## config.mk

```make
export PLATFORM = sky130hd
export DESIGN_NAME = mem_stage
export DESIGN_NICKNAME = d
export VERILOG_FILES = /design/src/rtl/mem_pkg.sv /design/src/rtl/load_align.sv /design/src/rtl/mem_stage.sv
export SDC_FILE = /design/constraint.sdc
export NUM_CORES = 1
export LEC_CHECK = 0
export CAP_MARGIN = 20
export CORE_MARGIN = 3
export CORE_UTILIZATION = 39
export DETAILED_ROUTE_END_ITERATION = 6
export GPL_TIMING_DRIVEN = 0
export PLACE_DENSITY = 0.82
export REMOVE_ABC_BUFFERS = 1
export SYNTH_ARGS = -nofsm -noshare
export SYNTH_HDL_FRONTEND = slang
export SYNTH_HIERARCHICAL = 1
export SYNTH_SLANG_ARGS = --single-unit
```

## constraint.sdc

```tcl
create_clock -name CLK -period 2 [get_ports CLK]
set_input_delay 0.2 -clock CLK [delete_from_list [all_inputs] [get_ports CLK]]
set_output_delay 0.2 -clock CLK [all_outputs]
set_load 0.1 [all_outputs]
```

## src/rtl/mem_pkg.sv

```systemverilog
// Shared definitions for the RV32I memory-access stage: funct3 encodings,
// FSM state type, MEM/WB register layout and wait-counter sizing.
package mem_pkg;

    localparam logic [2:0] F3_B  = 3'b000;
    localparam logic [2:0] F3_H  = 3'b001;
    localparam logic [2:0] F3_W  = 3'b010;
    localparam logic [2:0] F3_BU = 3'b100;
    localparam logic [2:0] F3_HU = 3'b101;

    typedef enum logic {
        IDLE = 1'b0,
        WAIT = 1'b1
    } state_e;

    typedef struct packed {
        logic        reg_write;
        logic        result_src;
        logic [31:0] alu_result;
        logic [31:0] read_data;
        logic [4:0]  rd;
        logic [31:0] pc_plus4;
        logic        fault;
    } wb_t;

    function automatic int cnt_width(input int limit);
        return $clog2(limit + 1);
    endfunction

endpackage

```

## src/rtl/load_align.sv

```systemverilog
// Selects the addressed byte/half of a read word and sign- or zero-extends it.
module load_align
    import mem_pkg::*;
(
    input  logic [31:0] rdata_i,
    input  logic [1:0]  addr_i,
    input  logic [2:0]  funct3_i,
    output logic [31:0] data_o
);

    logic [7:0]  byte_sel;
    logic [15:0] half_sel;

    always_comb begin
        byte_sel = rdata_i[{addr_i, 3'b000} +: 8];
        half_sel = addr_i[1] ? rdata_i[31:16] : rdata_i[15:0];
        case (funct3_i)
            F3_B:    data_o = {{24{byte_sel[7]}}, byte_sel};
            F3_BU:   data_o = {24'b0, byte_sel};
            F3_H:    data_o = {{16{half_sel[15]}}, half_sel};
            F3_HU:   data_o = {16'b0, half_sel};
            default: data_o = rdata_i;
        endcase
    end

endmodule

```

## src/rtl/mem_stage.sv

```systemverilog
// RV32I MEM stage: data-memory request/ready handshake with timeout, store
// formatting, load alignment and the MEM/WB pipeline register.
module mem_stage
    import mem_pkg::*;
#(
    parameter int WAIT_LIMIT = 255
) (
    input  logic        CLK,
    input  logic        RST_N,
    input  logic        RegWriteM,
    input  logic        ResultSrcM,
    input  logic        MemWriteM,
    input  logic [2:0]  Funct3M,
    input  logic [31:0] ALUResultM,
    input  logic [31:0] WriteDataM,
    input  logic [4:0]  RdM,
    input  logic [31:0] PCPlus4M,
    output logic        dmem_req,
    output logic        dmem_we,
    output logic [31:0] dmem_addr,
    output logic [3:0]  dmem_be,
    output logic [31:0] dmem_wdata,
    input  logic [31:0] dmem_rdata,
    input  logic        dmem_ready,
    output logic        StallM,
    output logic        RegWriteW,
    output logic        ResultSrcW,
    output logic [31:0] ALUResultW,
    output logic [31:0] ReadDataW,
    output logic [4:0]  RdW,
    output logic [31:0] PCPlus4W,
    output logic        FaultW
);

    localparam int CW = cnt_width(WAIT_LIMIT);

    state_e        state_q, state_d;
    logic [CW-1:0] cnt_q, cnt_d;
    wb_t           wb_q, wb_d;

    logic        access, legal_f3, misaligned, bad_access, go;
    logic        req, stall, complete, abort, fault_w;
    logic [31:0] ld_data;

    assign access = ResultSrcM | MemWriteM;

    always_comb begin
        if (MemWriteM) legal_f3 = Funct3M inside {F3_B, F3_H, F3_W};
        else           legal_f3 = Funct3M inside {F3_B, F3_H, F3_W, F3_BU, F3_HU};
        misaligned = (Funct3M[1:0] == 2'b01 && ALUResultM[0]) ||
                     (Funct3M[1:0] == 2'b10 && ALUResultM[1:0] != 2'b00);
    end

    assign bad_access = access & (~legal_f3 | misaligned);
    assign go         = access & ~bad_access;

    // Store lanes; loads always read the full word.
    always_comb begin
        dmem_be    = 4'b1111;
        dmem_wdata = WriteDataM;
        if (MemWriteM) begin
            case (Funct3M[1:0])
                2'b00: begin
                    dmem_be    = 4'b0001 << ALUResultM[1:0];
                    dmem_wdata = {4{WriteDataM[7:0]}};
                end
                2'b01: begin
                    dmem_be    = 4'b0011 << ALUResultM[1:0];
                    dmem_wdata = {2{WriteDataM[15:0]}};
                end
                default: ;
            endcase
        end
    end

    assign dmem_addr = {ALUResultM[31:2], 2'b00};
    assign dmem_we   = MemWriteM;

    always_comb begin
        state_d  = state_q;
        cnt_d    = cnt_q;
        req      = 1'b0;
        stall    = 1'b0;
        complete = 1'b0;
        abort    = 1'b0;
        case (state_q)
            IDLE: begin
                if (go) begin
                    req = 1'b1;
                    if (dmem_ready) begin
                        complete = 1'b1;
                    end else begin
                        stall   = 1'b1;
                        state_d = WAIT;
                        cnt_d   = CW'(1);
                    end
                end
            end
            WAIT: begin
                req = 1'b1;
                if (dmem_ready) begin
                    complete = 1'b1;
                    state_d  = IDLE;
                    cnt_d    = '0;
                end else if (cnt_q == CW'(WAIT_LIMIT)) begin
                    abort   = 1'b1;
                    state_d = IDLE;
                    cnt_d   = '0;
                end else begin
                    stall = 1'b1;
                    cnt_d = cnt_q + CW'(1);
                end
            end
        endcase
    end

    // Reset must drop the bus request without waiting for a clock edge.
    assign dmem_req = req & RST_N;
    assign StallM   = stall & RST_N;

    load_align u_align (
        .rdata_i  (dmem_rdata),
        .addr_i   (ALUResultM[1:0]),
        .funct3_i (Funct3M),
        .data_o   (ld_data)
    );

    assign fault_w = ((state_q == IDLE) & bad_access) | abort;

    // Stall cycles load an all-zero bubble so W never sees a partial access.
    always_comb begin
        wb_d = '0;
        if (!stall) begin
            wb_d.reg_write  = RegWriteM & ~fault_w;
            wb_d.result_src = ResultSrcM;
            wb_d.alu_result = ALUResultM;
            wb_d.read_data  = (complete & ResultSrcM) ? ld_data : 32'b0;
            wb_d.rd         = RdM;
            wb_d.pc_plus4   = PCPlus4M;
            wb_d.fault      = fault_w;
        end
    end

    always_ff @(posedge CLK or negedge RST_N) begin
        if (!RST_N) begin
            state_q <= IDLE;
            cnt_q   <= '0;
            wb_q    <= '0;
        end else begin
            state_q <= state_d;
            cnt_q   <= cnt_d;
            wb_q    <= wb_d;
        end
    end

    assign RegWriteW  = wb_q.reg_write;
    assign ResultSrcW = wb_q.result_src;
    assign ALUResultW = wb_q.alu_result;
    assign ReadDataW  = wb_q.read_data;
    assign RdW        = wb_q.rd;
    assign PCPlus4W   = wb_q.pc_plus4;
    assign FaultW     = wb_q.fault;

endmodule
```

## Yosys cells after proc, flatten, opt, wreduce, memory -nomap -nowiden

Cells that the tools add are included.

- Input bits: 142
- Register bits: 113

- Shifts and indexed selects: 3
- Muxes and demuxes: 27
- Reductions and logical operators: 9
- Add/sub/neg operators: 1
- Equality and inequality tests: 9
- Bitwise operators: 14

Operators by type and width:

| operator | count |
|---|---|
| 32-bit case mux with 4 select lines | 1 |
| 104-bit two-way mux | 1 |
| 32-bit two-way mux | 2 |
| 32-bit case mux with 2 select lines | 1 |
| 8-bit two-way mux | 4 |
| 32-bit by 6-bit variable part select with 8-bit output | 1 |
| 16-bit two-way mux | 1 |
| 8-bit case mux with 2 select lines | 1 |
| 1-bit two-way mux | 11 |
| 8-bit by 1-bit adder with 8-bit output (second input constant) | 1 |
| 8-bit == test (second input constant) | 1 |
| 4-bit case mux with 2 select lines | 1 |
| 1-bit bitwise AND | 7 |
| 3-bit == test (second input constant) | 2 |
| 1-bit case mux with 2 select lines | 3 |
| 5-bit nonzero test | 1 |
| 4-bit two-way mux | 1 |
| 2-bit != test (second input constant) | 2 |
| 1-bit NOT | 4 |
| 1-bit by 2-bit left shift with 4-bit output (first input constant) | 1 |
| 2-bit by 2-bit left shift with 4-bit output (first input constant) | 1 |
| 3-bit by 1-bit == test with 1-bit output (second input constant) | 1 |
| 3-bit by 2-bit == test with 1-bit output (second input constant) | 1 |
| 3-bit zero test | 1 |
| 9 further kinds | 12 |

## Longest topological paths before layout

Gate-level depths: netlist of run 1.

- Depth after elaboration: 13
- Mapped depth: 6
- Depth with buffers taken out: 5

## Cells and area by module

The synthesis of run 1 kept the hierarchy.

By module, submodules not included:

| module | area an instance (sq um) | times used | seq. area each (sq um) | cells an instance |
|---|---|---|---|---|
| mem_stage | 4684.5 | 1 | 2827.7 | 410 |
| load_align | 845.8 | 1 | 0.0 | 96 |

## Least setup slack after synthesis of run 1

Ideal clock, no wire load.

- Path kind: input to output
- From: in Funct3M[1]
- To: out dmem_wdata[27]
- Path slack: -0.996 ns
- Required time: 1.800 ns
- Stages on the path: 4
- Arrival time: 2.796 ns
- Path through: nand2b_1 clkbuf_1 clkbuf_1 o21ai_0

- Longest elaborated chain between the ends: 3
- Elaborated cells on any way between the ends: 4
- Those cells by class: eq/ne: 1; mux: 2; reduce/logical: 1

RTL lines:

| element | line | RTL |
|---|---|---|
| start, declared | mem_stage.sv:13 | `input logic [2:0] Funct3M,` |
| 2-bit by 1-bit == test with 1-bit output or 2-bit zero test (tied branches) | mem_stage.sv:62 | `case (Funct3M[1:0])` |
| 32-bit case mux with 2 select lines (*) | mem_stage.sv:62 |  |
| 32-bit two-way mux (*) | mem_stage.sv:61 | `if (MemWriteM) begin` |
| end, declared | mem_stage.sv:22 | `output logic [31:0] dmem_wdata,` |

Mark *: on every way between the ends. The rest lies on a longest branch, timed or not.

## Worst setup path in the final report of run 1

- From: in MemWriteM
- To: out dmem_wdata[21]

- Longest elaborated chain between the ends: 1

RTL lines:

| element | line | RTL |
|---|---|---|
| start, declared | mem_stage.sv:12 | `input logic MemWriteM,` |
| 32-bit two-way mux | mem_stage.sv:61 |  |

Every way passes these cells.

==> results of run 1 <==
[power by group through the flow]
stage / sequential, mW / combinational (mW) / clock, mW
detailed placement: 2.57 / 3.33 / 0
global route: 2.55 / 3.35 / 2.90
global placement: 2.57 / 3.27 / 0
floorplan: 3.74 / 0.774 / 0
CTS: 2.54 / 3.24 / 2.79
finish: 2.54 / 3.25 / 2.74
[per-layer routing]
layer | vias up | wire (um)
li1 | 2334 | -
met3 | 37 | 1618
met4 | 0 | 631
met1 | 2556 | 7783
met5 | - | 0
met2 | 305 | 10740
[cell type report]
cell class | instances | area [um2]
inverters | 3 | 12.51
flip-flops and latches | 113 | 2830
repair buffers | 335 | 3171
clock buffers | 20 | 446.7
fillers | 1054 | 4457
well taps | 176 | 220.2
multi-input cells | 316 | 2330
clock inverters | 11 | 91.34
[registers in the layout, summed over array words and instances (netlist names)]
signal / cells
ALUResultW: 32
PCPlus4W: 32
ReadDataW: 32
cnt_q: 8
RdW: 5
FaultW: 1
RegWriteW: 1
ResultSrcW: 1
state_q: 1
[logic make-up (layout without fill, tap and decap cells)]
kind of cell / count (synthesis) / after routing / synth area share
simple gates: 203 / 204 / 0.2095
flops: 113 / 113 / 0.5113
buf+inv: 82 / 369 / 0.09231
compound gates: 78 / 81 / 0.1299
mux: 27 / 27 / 0.05249
fa+ha+maj: 1 / 1 / 0.002262
other cells: 1 / 2 / 0.0006781
xor+xnor: 1 / 1 / 0.001584
[what timing repair did]
item | 4_1_cts | 5_1_grt
pin swaps | 8 | 2
resized for setup | 317 | 23
hold endpoints to repair | 39 | 0
buffers inserted | 9 | 4
setup endpoints to repair | 273 | 26
cloned | 4 | 1
hold buffers | 2 | 0
[Yosys cell counts (5+ instances only)]
cell / instances / share of area
a21oi_1: 10 / 0.0091
a221o_1: 7 / 0.013
a2bb2oi_1: 6 / 0.0095
a2bb2oi_2: 14 / 0.038
and3_1: 108 / 0.12
buf_4: 44 / 0.060
clkbuf_1: 25 / 0.017
dfrtp_1: 113 / 0.51
mux2_2: 12 / 0.024
mux2i_1: 14 / 0.025
nand2_1: 43 / 0.029
nor2_1: 11 / 0.0075
nor2b_1: 14 / 0.016
nor3_1: 6 / 0.0054
o21ai_0: 14 / 0.013
o221ai_1: 5 / 0.0079
[final timing paths]
kind                                start              to  slack [ns]  cells past startpoint
worst max-delay path            MemWriteM  dmem_wdata[21]        0.04                      5
worst min-delay path               RdM[0]          RdW[0]        0.36                      2
worst max register to register    state_q    PCPlus4W[14]        0.27                      6
worst min register to register   cnt_q[7]        cnt_q[7]        0.57                      1
max in group asynchronous           RST_N         state_q        1.37                      3
min in group asynchronous           RST_N          RdW[4]        0.41                      3
[critical path, delay by kind of cell]
kind	cells	cell delay, ns
buffers and inverters	2	0.96
AND/OR/NAND/NOR	3	0.58
[per-stage QoR]
| step | area [um2] | utilization | setup slack (ns) | TNS, ns |
|---|---|---|---|---|
| 6_report | 9101 | 0.6713 | 0.04128 | 0 |
| 5_1_grt | 9101 | 0.6713 | -0.01017 | -0.01017 |
| 4_1_cts | 9099 | 0.6711 | -0.02792 | -0.06159 |
| 3_5_place_dp | 8548 | 0.6305 | -1.932 | -119.21 |
| 3_3_place_gp | 8398 | 0.6194 | -4.074 | -631.66 |
| 2_1_floorplan | 5035 | - | -1.328 | -68.99 |
==> out/qor.txt, run 1 <==
FMAX - 510.5 MHz
Final Power - 8.535 mW
Startpoint Class - input port
Hold Fails Final Rpt - 0
Tot GR Track Use - 0.2583
EDFF count, synth - 0
Layout area overhead - 64.57%
Count of TritonRoute iterations in the first routing pass - 5
Max VDD drop - 0.0006884 V
Grt met1 use - 0.2999
Crit path DAT - 1.76 ns
Nets - 929
Inst Count DP - 923
Post-synthesis cell count - 506
Die height - 125.1 um
Worst path most repeated cell - nand2_1
Internal power - 4.968 mW
Synthesized area - 5530 um2
Sequential share of the synthesized area - 0.5113
H-tree levels - 4
Worst setup path category - in -> out
GRT overflow - 0
Drt first-iter violations - 399
CP peak stage delay - 0.53 ns
Max Cap Violations - 0
Crit-path max FO - 12
Worst Setup End Kind - output pin
Largest net degree at the start of global routing - 77
Longest Clk Path Bufs - 2
Power per cell area - 937.7 nW/um2
Ys flop type - dfrtp_1
YS warnings - 6
Vias per inst - 5.372
Routing usage on met3 - 0.07633
Ant diodes - 0
Final setup viols - 0
Sequential Power Share - 0.297
Vias - 5232
Starting Density - 0.4079
Final Skew - 0.009736 ns
Clock power share - 0.322
Wirelength, routed - 20.77 mm
Global-route track usage on met2 - 0.4527
Placeable Area - 13560 um2
Die area - 15650 um2
Relative slew slack - 0.2829
CTS tree - yes
Async S/R FF share, synth - 1.000
Clock slew seen by the registers of the worst setup and hold paths - 0.05 ns
Final hold slack - 0.3571 ns
Hold Crit Class - in -> reg
DRC Markers - 0
Clk sink count - 113
P_sw - 3.567 mW
Initial antenna violation count - 0
CP Cell Sequence - clkdlybuf4s15_2 > nor2b_4 > nand2_1 > nand2_1 > clkdlybuf4s18_2
Final-report max-slew violation count - 0
Leak - 4.614 nW
Avg WL per Cell - 21.32 um
Hpwl dp - 13.97 mm
Cell variety after synth - 53
Final Non-Filler Cells - 974
Synthesized flop and latch total - 113
Vias in the first global route - 5346
Global route hottest layer - met2
Worst skew pair latency - 0.40 ns
First-pass GRT wire length - 31.60 mm
Sw Share - 0.4179
IO buf count - 314
Fin crit period - 1.959 ns
Mapped Avg Cell Area - 10.93 um2
CTS Root Cell - clkbuf_16
Worst Path Required - 1.80 ns
Commonest cells after routing, fill and taps aside - dlygate4sd2_1 (143), clkdlybuf4s50_1 (134), dfrtp_1 (111), and3_1 (108), nand2_1 (43)
Critical-path top delay cell - clkdlybuf4s18_2
Combinational power share - 0.381
CTS buffer count - 17
Worst Max-Slew Pin Slew - 1.080 ns
Die X - 125.1 um
Status - finished clean
Routability cong. - 0.8556
Layout cell share with drive strength beyond 1 - 0.1742
Commonest non-fill, non-tap cell in the layout - dlygate4sd2_1
Remaining antenna violation count after routing - 0
Cell row count - 42
Tcrit/Tclk final - 0.9794
Top Ports - 317
Power figures use the tool's default switching activity.
==> inputs of run 2 (changes only) <==
--- a/config.mk
+++ b/config.mk
@@ -10,6 +10,7 @@
 export CORE_UTILIZATION = 39
 export DETAILED_ROUTE_END_ITERATION = 6
 export GPL_TIMING_DRIVEN = 0
+export HOLD_SLACK_MARGIN = 0.15
 export PLACE_DENSITY = 0.82
 export REMOVE_ABC_BUFFERS = 1
 export SYNTH_ARGS = -nofsm -noshare
==> results of run 2 <==
Final layout, timing and power as in run 1 (identical DEF).
